`src/rtl/conv_pkg.sv`:
```
// Shared types and sizing for the convolution accelerator output side.
// Default geometry: 15x13 input, kernels up to 7x7, 24-bit results.
package conv_pkg;

    localparam int OUTW_DEF  = 24;
    localparam int R_DEF     = 15;
    localparam int C_DEF     = 13;
    localparam int MAXK_DEF  = 7;
    localparam int DEPTH_DEF = 8;

    localparam int K_BITS   = $clog2(MAXK_DEF + 1);
    localparam int CNT_BITS = $clog2(R_DEF * C_DEF + 1);

    typedef enum logic [1:0] {
        IDLE,
        STREAM,
        DONE
    } out_state_t;

    // Number of valid output positions; a zero kernel acts as 1x1.
    function automatic int unsigned out_total(
        input int unsigned r,
        input int unsigned c,
        input int unsigned k
    );
        int unsigned kk;
        kk = (k == 0) ? 1 : k;
        return (r - kk + 1) * (c - kk + 1);
    endfunction

endpackage

```
`src/rtl/sync_fifo.sv`:
```
// Synchronous FIFO with registered head output; dout is valid whenever
// the FIFO is not empty. Push-when-full and pop-when-empty are ignored.
module sync_fifo #(
    parameter int WIDTH = 24,
    parameter int DEPTH = 8
) (
    input  logic             clk,
    input  logic             reset,
    input  logic             push,
    input  logic             pop,
    input  logic [WIDTH-1:0] din,
    output logic [WIDTH-1:0] dout,
    output logic             full,
    output logic             empty
);

    localparam int AW = $clog2(DEPTH);

    logic [WIDTH-1:0] mem_q [DEPTH];
    logic [AW:0]      wr_q;
    logic [AW:0]      rd_q;
    logic [AW:0]      rd_nxt;
    logic [AW:0]      count;
    logic [WIDTH-1:0] dout_q;
    logic             push_ok;
    logic             pop_ok;

    assign empty   = (wr_q == rd_q);
    assign full    = (wr_q[AW] != rd_q[AW]) &&
                     (wr_q[AW-1:0] == rd_q[AW-1:0]);
    assign push_ok = push && !full;
    assign pop_ok  = pop && !empty;
    assign rd_nxt  = rd_q + (AW+1)'(1);
    assign count   = wr_q - rd_q;
    assign dout    = dout_q;

    always_ff @(posedge clk) begin
        if (push_ok) begin
            mem_q[wr_q[AW-1:0]] <= din;
        end
    end

    // Head register follows the oldest entry; a lone pushed word
    // goes straight into it so it is visible one cycle later.
    always_ff @(posedge clk) begin
        if (reset) begin
            wr_q   <= '0;
            rd_q   <= '0;
            dout_q <= '0;
        end else begin
            if (push_ok) begin
                wr_q <= wr_q + (AW+1)'(1);
            end
            if (pop_ok) begin
                rd_q <= rd_nxt;
            end
            if (push_ok && (empty ||
                (pop_ok && count == (AW+1)'(1)))) begin
                dout_q <= din;
            end else if (pop_ok && count > (AW+1)'(1)) begin
                dout_q <= mem_q[rd_nxt[AW-1:0]];
            end
        end
    end

endmodule

```
`src/rtl/output_stream.sv`:
```
// AXI-Stream transmit side of the convolution accelerator.
// Build option: OUTPUT_RELU_EN clamps negative results to zero.
import conv_pkg::*;

module output_stream #(
    parameter int OUTW  = OUTW_DEF,
    parameter int R     = R_DEF,
    parameter int C     = C_DEF,
    parameter int MAXK  = MAXK_DEF,
    parameter int DEPTH = DEPTH_DEF
) (
    input  logic                      clk,
    input  logic                      reset,
    input  logic                      inputs_loaded,
    input  logic [$clog2(MAXK+1)-1:0] K,
    input  logic [OUTW-1:0]           in_data,
    input  logic                      in_valid,
    output logic                      in_ready,
    output logic [OUTW-1:0]           AXIS_TDATA,
    output logic                      AXIS_TVALID,
    input  logic                      AXIS_TREADY,
    output logic                      AXIS_TLAST,
    output logic                      compute_finished
);

    localparam int CW = $clog2(R * C + 1);

    out_state_t      state_q;
    logic [CW-1:0]   total_q;
    logic [CW-1:0]   total_d;
    logic [CW-1:0]   acc_q;
    logic [CW-1:0]   sent_q;
    logic            wait_clr_q;

    logic            push;
    logic            pop;
    logic            full;
    logic            empty;
    logic [OUTW-1:0] wdata;
    logic [OUTW-1:0] dout;

`ifdef OUTPUT_RELU_EN
    assign wdata = in_data[OUTW-1] ? '0 : in_data;
`else
    assign wdata = in_data;
`endif

    assign total_d = CW'(out_total(R, C, int'(K)));

    assign in_ready    = (state_q == STREAM) && !full &&
                         (acc_q < total_q);
    assign push        = in_valid && in_ready;
    assign AXIS_TVALID = (state_q == STREAM) && !empty;
    assign pop         = AXIS_TVALID && AXIS_TREADY;
    assign AXIS_TLAST  = AXIS_TVALID &&
                         (sent_q == total_q - CW'(1));
    assign AXIS_TDATA  = dout;

    assign compute_finished = (state_q == DONE);

    sync_fifo #(
        .WIDTH (OUTW),
        .DEPTH (DEPTH)
    ) u_fifo (
        .clk   (clk),
        .reset (reset),
        .push  (push),
        .pop   (pop),
        .din   (wdata),
        .dout  (dout),
        .full  (full),
        .empty (empty)
    );

    // wait_clr_q blocks a restart until inputs_loaded has dropped.
    always_ff @(posedge clk) begin
        if (reset) begin
            state_q    <= IDLE;
            total_q    <= '0;
            acc_q      <= '0;
            sent_q     <= '0;
            wait_clr_q <= 1'b0;
        end else begin
            unique case (state_q)
                IDLE: begin
                    if (!inputs_loaded) begin
                        wait_clr_q <= 1'b0;
                    end else if (!wait_clr_q) begin
                        total_q <= total_d;
                        acc_q   <= '0;
                        sent_q  <= '0;
                        state_q <= STREAM;
                    end
                end
                STREAM: begin
                    if (push) begin
                        acc_q <= acc_q + CW'(1);
                    end
                    if (pop) begin
                        sent_q <= sent_q + CW'(1);
                    end
                    if (pop && AXIS_TLAST) begin
                        state_q <= DONE;
                    end
                end
                DONE: begin
                    wait_clr_q <= 1'b1;
                    state_q    <= IDLE;
                end
                default: begin
                    state_q <= IDLE;
                end
            endcase
        end
    end

endmodule

```
`config.mk`:
```
export PLATFORM = sky130hd
export DESIGN_NAME = output_stream
export DESIGN_NICKNAME = d
export VERILOG_FILES = /design/src/rtl/conv_pkg.sv /design/src/rtl/sync_fifo.sv /design/src/rtl/output_stream.sv
export SDC_FILE = /design/constraint.sdc
export NUM_CORES = 1
export LEC_CHECK = 0
export BUFFER_PORTS_ARGS = -buffer_cell sky130_fd_sc_hd__buf_2
export CORE_ASPECT_RATIO = 0.6
export CORE_MARGIN = 2
export CORE_UTILIZATION = 40
export DETAILED_ROUTE_END_ITERATION = 8
export PLACE_DENSITY = 0.65
export SKIP_LAST_GASP = 1
export SYNTH_ARGS = -nofsm -noshare
export SYNTH_HDL_FRONTEND = slang
export SYNTH_SLANG_ARGS = --single-unit
```
`constraint.sdc`:
```
create_clock -name clk -period 4.2 [get_ports clk]
set_clock_uncertainty 0.2 [all_clocks]
set_input_delay 0.42 -clock clk [delete_from_list [all_inputs] [get_ports clk]]
set_output_delay 0.42 -clock clk [all_outputs]
set_load 0.005 [all_outputs]
```
==> results of run 1 <==
==> kinds of logic after synthesis <==
group,synth area share
AOI/OAI and AO/OA,0.05941
other,0.0003437
DFF,0.6349
and+or+nand+nor,0.07822
adders and majority gates,0.04542
muxes,0.1220
buffers and inverters,0.02913
xor gates and xnor gates,0.03051
==> layout make-up <==
class,instances,area [sq um]
repair buffers,106,710.7
inverters,39,146.4
flip-flops and latches,250,6930
diodes,1,2.502
multi-input cells,414,3790
clock inverters,16,170.2
clock buffers,28,625.6
fillers,2254,13760
well taps,360,450.4
==> where the power goes <==
group          internal (mW)  switching [mW]
clock network           1.26           0.917
registers               2.70          0.0346
logic                  0.241           0.297
total                   4.20            1.25
==> cells in the mapped netlist (all sizes together), types with 15 or more instances <==
cell / instances / area share
inv: 39 / 0.013
clkbuf: 22 / 0.0076
a21oi: 46 / 0.021
xor2: 19 / 0.015
mux2i: 25 / 0.023
nor3: 16 / 0.0073
ha: 30 / 0.034
xnor2: 19 / 0.015
edfxtp: 192 / 0.53
buf: 15 / 0.0081
nand2b: 16 / 0.0092
nand2: 27 / 0.0093
nor2: 39 / 0.013
dfxtp: 58 / 0.11
mux4: 48 / 0.099
nand3: 25 / 0.011
==> worst max-delay path by stage <==
stage / end / slack [ps] / start / cells after the start
after floorplan: u_fifo.mem_q[1][0]$_DFFE_PP_ / -470 / total_q[5]$_SDFFE_PP0P_ / 8
after detailed placement: total_q[6]$_SDFFE_PP0P_ / 80 / K[2] / 16
after CTS: total_q[6]$_SDFFE_PP0P_ / 60 / K[2] / 17
final: total_q[6]$_SDFFE_PP0P_ / 220 / K[2] / 17
after global placement: total_q[6]$_SDFFE_PP0P_ / 110 / K[2] / 16
after global routing: total_q[6]$_SDFFE_PP0P_ / 30 / K[2] / 17
==> timing repair <==
item / 4_1_cts / 5_1_grt
hold endpoints to repair: 155 / 0
endpoints found under the setup margin: 0 / 1
hold buffers: 24 / 0
gates resized for setup: 0 / 9
==> flip-flops by register name, indices dropped and copies added (netlist names) <==
signal,flops
sent_q,8
u_fifo.rd_q,4
wait_clr_q,1
u_fifo.dout,24
state_q,2
u_fifo.wr_q,4
u_fifo.mem_q,192
total_q,7
acc_q,8
==> routing by layer <==
metal / track usage / vias to the layer above
li1: - / 2990
met3: 0.02907 / 25
met2: 0.2355 / 168
met5: 0 / -
met4: 0.02930 / 0
met1: 0.2560 / 3198
==> worst reg2reg max path: stages (launching register included) <==
cell	delay, ps
dfxtp_1	540
inv_1	190
ha_1	250
fa_1	380
xor2_1	210
nand2_1	80
a21oi_1	130
buf_4	240
nand2b_2	570
buf_4	300
a21oi_1	80
o22ai_1	160
==> metrics by stage <==
stage               TNS (ps)  setup WS, ps    util
floorplan             -22570        -470.3       -
global placement           0         106.3  0.4417
detailed placement         0         78.55  0.4417
CTS                        0         61.54  0.4807
global route               0         27.28  0.4824
finish                     0         222.0  0.4824
==> impl_metrics.env, run 1 <==
export IMPL_endpoint_kind="flip-flop"
export IMPL_drc=0
export IMPL_drt_first_pass_iters=5
export IMPL_clk_pin_slew_ps=60
export IMPL_final_setup_viol_count=0
export IMPL_tightest_slew_ps=983.0
export IMPL_yosys_cell_types_count=49
export IMPL_drive_above_1_share=0.2239
export IMPL_layoutNonFillerInstCount=1214
export IMPL_status="finished, final reports clean"
export IMPL_cts_max_path_buffers=3
export IMPL_vdd_drop_max_v=0.0003050
export IMPL_track_usage=0.1624
export IMPL_hold_start="in_data[6]"
export IMPL_reg2reg_depth=11
export IMPL_worstSkewPairLatency_ps=540
export IMPL_syn_area_per_cell_sq_um=14.76
export IMPL_cts_made_buffers=24
export IMPL_syn_to_final_growth_pct=17.57
export IMPL_leakage_nw=4.427
export IMPL_worst_setup_path_type="primary input to flip-flop"
export IMPL_synth_seq_cells=250
export IMPL_arrival_ps=4210
export IMPL_crit_path_top_delay_cell="dlygate4sd3_1"
export IMPL_final_nets=903
export IMPL_antenna_found_initial=1
export IMPL_final_cell_mix="192 x edfxtp_1, 58 x buf_2, 57 x dfxtp_1, 48 x mux4_2, 45 x a21oi_1"
export IMPL_routedWlPerCell_um=19.06
export IMPL_die_w_um=217.2
export IMPL_final_common_cell="edfxtp_1"
export IMPL_synth_area_sq_mm=0.01091
export IMPL_synth_edff_count=192
export IMPL_start_util=0.4103
export IMPL_rows=46
export IMPL_r2r_start="u_fifo.wr_q[0]$_SDFFE_PP0P_"
export IMPL_max_freq_mhz=251.4
export IMPL_slowest_delay_ps=530
export IMPL_powerDensity_mw_per_mm2=424.8
export IMPL_min_to="u_fifo.mem_q[3][6]$_DFFE_PP_"
export IMPL_clock_sinks=250
export IMPL_grt_max_degree=51
export IMPL_slew_headroom=0.3447
export IMPL_cp_start_kind="primary input"
export IMPL_grt_pass1_vias=6304
export IMPL_pin_count=60
export IMPL_drt_iter0_drc=500
export IMPL_ys_warn_count=0
export IMPL_placed_cells=1145
export IMPL_grt_overflow=0
export IMPL_highest_layer="met4"
export IMPL_root_buffer="clkbuf_16"
export IMPL_dp_hpwl_um=14160
export IMPL_die_height_um=131.9
export IMPL_cp_max_fo=7
export IMPL_final_hold_viol_count=0
export IMPL_netlist_instances=739
export IMPL_finalCriticalPeriod_ps=3978
export IMPL_cts_tree="built"
export IMPL_ff2ff_setup_slack_ps=780
export IMPL_period_share=0.9471
export IMPL_critPathBufInv=5
export IMPL_power_mw=5.448
export IMPL_async_reset_ff_frac=0
export IMPL_core_sq_mm=0.02659
export IMPL_hold_depth=1
export IMPL_met1_length_um=11430
export IMPL_rsz0062_at_grt="no"
export IMPL_r2r_end="u_fifo.dout[21]$_SDFFE_PP0P_"
export IMPL_grt_pass1_wl_um=36230
export IMPL_dpl_instance_area_sq_mm=0.01175
export IMPL_crit_path_frequent_cell="ha_1"
export IMPL_ys_seq_area_frac=0.6349
export IMPL_met3_length_um=1483
export IMPL_drtAntennaViolNets=0
export IMPL_post_drt_via_cell_ratio=5.256
export IMPL_path_cells="dlygate4sd3_1 -> clkbuf_4 -> o21bai_4 -> inv_2 -> ha_1 -> ha_1 -> a21boi_2 -> ha_1 -> inv_1 -> fa_1 -> fa_1 -> inv_1 -> ha_4 -> a21oi_2 -> xnor2_1 -> xnor2_1 -> a211oi_1"
export IMPL_holdWs_ps=40.07
export IMPL_drv_cap=0
export IMPL_dr_wl_met2_um=9927
export IMPL_synth_flop_cell="edfxtp_1"
export IMPL_gp_congestion=0.8046
export IMPL_io_buffers=59
export IMPL_cts_setup_buffers=0
export IMPL_cp_required_ps=4430
export IMPL_wl_um=23140
export IMPL_drv_slew=0
export IMPL_cp_top_family="adder cells"
export IMPL_hold_path_class="primary input to flip-flop"
export IMPL_final_area_sq_mm=0.01283
export IMPL_dr_total_vias=6381
export IMPL_htree_levels=1
export IMPL_die_area_sq_mm=0.02865
(Power assumes the default switching activity.)
==> inputs of run 2 (changes only) <==
==> constraint.sdc (replaced) <==
create_clock -name clk -period 4.2 [get_ports clk]
set_clock_uncertainty 0.2 [all_clocks]
set_input_delay 0.63 -clock clk [delete_from_list [all_inputs] [get_ports clk]]
set_output_delay 0.63 -clock clk [all_outputs]
set_load 0.005 [all_outputs]
==> run 2 against run 1 <==
Core utilization decreased by 0.84 points. Non-clock buffer count decreased by 15. Via count is 1.7% lower. Routed wire length fell by 0.29%. Power down 0.55%. Die area stayed put. Final cell count decreased by 1.3%. Register-to-register slack gained 80 ps. First-iteration DRC count increased by 2.4%. Sequential share of layout area up 0.96 points. Critical path type unchanged. Critical endpoint unchanged. Largest cell class unchanged. Largest power group unchanged.
==> impl_metrics.env, run 2 (synthesis results as in run 1) <==
export IMPL_status="finished, final reports clean"
export IMPL_syn_to_final_growth_pct=15.52
export IMPL_power_mw=5.418
export IMPL_pin_count=60
export IMPL_use_met2=0.2238
export IMPL_clk_pin_slew_ps=70
export IMPL_drc=0
export IMPL_layoutNonFillerInstCount=1198
export IMPL_final_common_cell="edfxtp_1"
export IMPL_post_cts_resized=0
export IMPL_drv_slew=0
export IMPL_drt_first_pass_iters=4
export IMPL_grt_pass1_vias=6012
export IMPL_wl_um=23070
export IMPL_vdd_drop_max_v=0.0002679
export IMPL_rows=46
export IMPL_start_util=0.4103
export IMPL_cts_max_path_buffers=3
export IMPL_final_hold_viol_count=0
export IMPL_grt_max_degree=41
export IMPL_grt_pass1_wl_um=35310
export IMPL_final_cell_mix="192 x edfxtp_1, 59 x buf_2, 57 x dfxtp_1, 48 x mux4_2, 46 x a21oi_1"
export IMPL_final_area_sq_mm=0.01260
export IMPL_endpoint_kind="flip-flop"
export IMPL_cts_tree="built"
export IMPL_die_w_um=217.2
export IMPL_multi_input_area_sq_mm=0.003757
export IMPL_routedWlPerCell_um=19.26
export IMPL_cp_required_ps=4430
export IMPL_antenna_found_initial=2
export IMPL_final_nets=887
export IMPL_drt_iter0_drc=512
export IMPL_dr_total_vias=6274
export IMPL_cts_hold_fix_buffers=0
export IMPL_die_area_sq_mm=0.02865
export IMPL_die_height_um=131.9
export IMPL_hold_path_class="primary input to flip-flop"
export IMPL_core_sq_mm=0.02659
export IMPL_worstSkewPairLatency_ps=530
export IMPL_grt_overflow=0
export IMPL_fillers=2315
export IMPL_dp_hpwl_um=14190
export IMPL_slew_headroom=0.3098
export IMPL_arrival_ps=3890
export IMPL_drtAntennaViolNets=0
export IMPL_max_freq_mhz=273.9
export IMPL_finalCriticalPeriod_ps=3651
export IMPL_drive_above_1_share=0.2333
export IMPL_seqCellArea_sq_mm=0.006930
export IMPL_io_buffers=59
export IMPL_clock_sinks=250
export IMPL_gp_congestion=0.8108
export IMPL_cts_made_buffers=23
export IMPL_dpl_instance_area_sq_mm=0.01182
export IMPL_top_usage_layer="met1"
export IMPL_drv_cap=0
export IMPL_root_buffer="clkbuf_16"
export IMPL_use_met1=0.2557
export IMPL_post_drt_via_cell_ratio=5.237
export IMPL_cts_setup_buffers=0
export IMPL_worst_setup_path_type="primary input to flip-flop"
export IMPL_powerDensity_mw_per_mm2=429.9
export IMPL_final_setup_viol_count=0
export IMPL_cp_max_fo=3
export IMPL_grt_use_met3=0.03114
export IMPL_track_usage=0.1597
export IMPL_largest_register_ffs=192
export IMPL_rsz0062_at_grt="no"
export IMPL_htree_levels=1
export IMPL_period_share=0.8693
export IMPL_cp_start_kind="primary input"
export IMPL_tightest_slew_ps=1035
export IMPL_placed_cells=1154
export IMPL_leakage_nw=4.358
## run 2: changes by cell type in the layout (fill, tap and decap cells not counted), sizes merged
cell,delta
buf,+10
clkinv,-5
inv,+1
diode,+1
dlygate4sd3,-24
clkbuf,+1
## run 2: area by class of cell
class	count	share of cell area
flip-flops and latches	250	0.5499
multi-input cells	414	0.2982
clock buffers	30	0.05014
repair buffers	91	0.04249
well taps	360	0.03574
inverters	39	0.01162
clock inverters	12	0.01152
diodes	2	0.0003971
## run 2: metal layers
layer | part of all wire | vias to the layer above | wire length (um)
li1 | - | 2957 | -
met1 | 0.51 | 3146 | 11830
met2 | 0.42 | 147 | 9689
met3 | 0.056 | 24 | 1299
met4 | 0.011 | 0 | 257
met5 | 0 | - | 0
## run 2: path summary, 6_finish.rpt
check                                   start                           end  slack [ps]  depth (start not counted)
setup / recovery                         K[1]       total_q[6]$_SDFFE_PP0P_         550                         16
hold / removal                     in_data[1]  u_fifo.mem_q[7][1]$_DFFE_PP_         200                          1
setup reg to reg      total_q[5]$_SDFFE_PP0P_  u_fifo.mem_q[6][6]$_DFFE_PP_         860                         10
hold reg to reg   u_fifo.dout[4]$_SDFFE_PP0P_   u_fifo.dout[4]$_SDFFE_PP0P_         260                          2
## run 2: worst max-delay path, cell delays in order
cell and delay [ps]:
buf_2 120, o21bai_4 150, inv_2 50, ha_1 170, ha_1 310, a21boi_0 220, ha_1 260, inv_1 70
fa_1 440, fa_1 510, inv_1 40, ha_1 300, a21oi_1 160, xnor2_1 150, xnor2_1 90, a211oi_1 230
## run 2: power by group
group / leakage [nW] / internal (mW) / total [mW] / switching [mW]
clock: 0.376 / 1.25 / 2.16 / 0.913
sequential: 2.20 / 2.70 / 2.74 / 0.0360
combinational: 1.78 / 0.231 / 0.516 / 0.285
total: 4.36 / 4.18 / 5.42 / 1.23
## run 2: per-stage QoR
step / util / setup slack [ps] / TNS, ps / hold WS [ps]
final: 0.4739 / 549.0 / 0 / 200.2
after floorplan: - / -470.3 / -22570 / 260.9
after detailed placement: 0.4445 / -15.83 / -15.83 / 259.5
after global routing: 0.4738 / 302.3 / 0 / 194.8
after global placement: 0.4445 / 48.73 / 0 / 253.2
after CTS: 0.4737 / 524.5 / 0 / 182.9
==> inputs of run 3 (changes only) <==
- PLACE_DENSITY: 0.65 -> 0.58
==> run 3 against run 2 <==
Critical path depth did not move. Combinational power rose by 1%. Sequential power barely moved. Die area did not move. Routed wire length rose by 6.4%. Fmax fell by 3.9%. Core utilization fell by 0.085 points.
==> impl_metrics.env, run 3 (synthesis results as in run 1) <==
export IMPL_drive_above_1_share=0.2275
export IMPL_powerDensity_mw_per_mm2=431.1
export IMPL_grt_overflow=0
export IMPL_final_nets=885
export IMPL_cp_start_kind="primary input"
export IMPL_die_area_sq_mm=0.02865
export IMPL_worst_setup_path_type="primary input to flip-flop"
export IMPL_cts_max_path_buffers=3
export IMPL_grt_pass1_vias=6570
export IMPL_dr_total_vias=6463
export IMPL_die_w_um=217.2
export IMPL_rsz0062_at_grt="no"
export IMPL_dp_hpwl_um=14900
export IMPL_drt_first_pass_iters=5
export IMPL_core_sq_mm=0.02659
export IMPL_vdd_drop_max_v=0.0002537
export IMPL_clock_sinks=250
export IMPL_cts_made_buffers=25
export IMPL_root_buffer="clkbuf_16"
export IMPL_clk_pin_slew_ps=60
export IMPL_wl_um=24550
export IMPL_rows=46
export IMPL_status="finished, final reports clean"
export IMPL_io_buffers=59
export IMPL_post_drt_via_cell_ratio=5.404
export IMPL_slew_headroom=0.3055
export IMPL_post_cts_resized=0
export IMPL_leakage_nw=4.347
export IMPL_path_cells="buf_2 -> o21bai_4 -> inv_2 -> ha_1 -> ha_1 -> a21boi_0 -> ha_1 -> inv_1 -> fa_1 -> fa_1 -> inv_1 -> ha_1 -> a21oi_1 -> xnor2_1 -> xnor2_1 -> a211oi_1"
export IMPL_finalCriticalPeriod_ps=3798
export IMPL_multi_input_area_sq_mm=0.003755
export IMPL_hold_path_class="primary input to flip-flop"
export IMPL_crit_path_top_delay_cell="fa_1"
export IMPL_placed_cells=1150
export IMPL_drv_cap=0
export IMPL_drtAntennaViolNets=0
export IMPL_cp_max_fo=3
export IMPL_cts_setup_buffers=0
export IMPL_final_common_cell="edfxtp_1"
export IMPL_fillers=2314
export IMPL_start_util=0.4103
export IMPL_crit_path_frequent_cell="ha_1"
export IMPL_final_cell_mix="192 x edfxtp_1, 59 x buf_2, 57 x dfxtp_1, 48 x mux4_2, 46 x a21oi_1"
export IMPL_antenna_found_initial=1
export IMPL_layoutNonFillerInstCount=1196
export IMPL_period_share=0.9042
export IMPL_final_hold_viol_count=0
export IMPL_setup_slack_ps=402.3
export IMPL_cts_hold_fix_buffers=0
export IMPL_pin_count=60
export IMPL_syn_to_final_growth_pct=15.31
export IMPL_die_height_um=131.9
export IMPL_track_usage=0.1739
export IMPL_drt_iter0_drc=520
export IMPL_seqCellArea_sq_mm=0.006930
export IMPL_drv_slew=0
export IMPL_tightest_slew_ps=1042
export IMPL_final_setup_viol_count=0
export IMPL_max_freq_mhz=263.3
export IMPL_slowest_delay_ps=520
export IMPL_cts_tree="built"
export IMPL_setup_tns_ps=0
export IMPL_largest_register_ffs=192
export IMPL_gp_congestion=0.8071
export IMPL_cp_top_family="adder cells"
export IMPL_endpoint_kind="flip-flop"
export IMPL_grt_max_degree=50
export IMPL_cp_required_ps=4420
export IMPL_arrival_ps=4020
export IMPL_dpl_worst_slack_ps=-117.1
export IMPL_htree_levels=1
export IMPL_routedWlPerCell_um=20.53
export IMPL_drc=0
export IMPL_critPathBufInv=4
export IMPL_worstSkewPairLatency_ps=520
export IMPL_grt_pass1_wl_um=38270
## run 3: changes by cell type in the layout (fill, tap and decap cells not counted), sizes merged
cell / change
diode: -1
bufinv: -1
clkbuf: +5
buf: -4
clkinvlp: -1
## run 3: per-stage QoR
stage	power [mW]	hold WS [ps]	utilization	area, sq um
after CTS	5.484	149.9	0.4730	12580
after global routing	5.649	161.0	0.4730	12580
after floorplan	3.131	260.9	-	10930
final	5.423	167.0	0.4731	12580
after global placement	3.293	251.2	0.4433	11790
after detailed placement	3.315	257.8	0.4433	11790
## run 3: area by class of cell
cell class | instances | area share
inverter | 39 | 0.01164
sequential | 250 | 0.5509
multi-input combinational | 414 | 0.2985
tap | 360 | 0.03581
clock buffer | 35 | 0.05431
timing repair buffer | 87 | 0.04018
clock inverter | 10 | 0.008454
antenna | 1 | 0.0001989
## run 3: metal layers
metal	GRT usage	vias up	routed length, um	part of all wire
li1	-	2959	-	-
met1	0.2547	3251	11240	0.46
met2	0.2691	211	11200	0.46
met3	0.03276	42	1591	0.065
met4	0.04110	0	512	0.021
met5	0	-	0	0
## run 3: final timing paths
| check | from | to | slack, ps | cells past startpoint |
|---|---|---|---|---|
| max reg2reg | total_q[5]$_SDFFE_PP0P_ | u_fifo.mem_q[6][19]$_DFFE_PP_ | 850 | 10 |
| max | K[1] | total_q[6]$_SDFFE_PP0P_ | 400 | 16 |
| min reg2reg | u_fifo.dout[3]$_SDFFE_PP0P_ | u_fifo.dout[3]$_SDFFE_PP0P_ | 260 | 2 |
| min | K[2] | total_q[7]$_SDFFE_PP0P_ | 170 | 2 |
## run 3: report_power, final
part           switching [mW]  internal [mW]  total [mW]  leakage, nW
registers              0.0343           2.70        2.74         2.20
logic                   0.293          0.229       0.522         1.76
clock network           0.905           1.26        2.16        0.386
total                    1.23           4.19        5.42         4.35
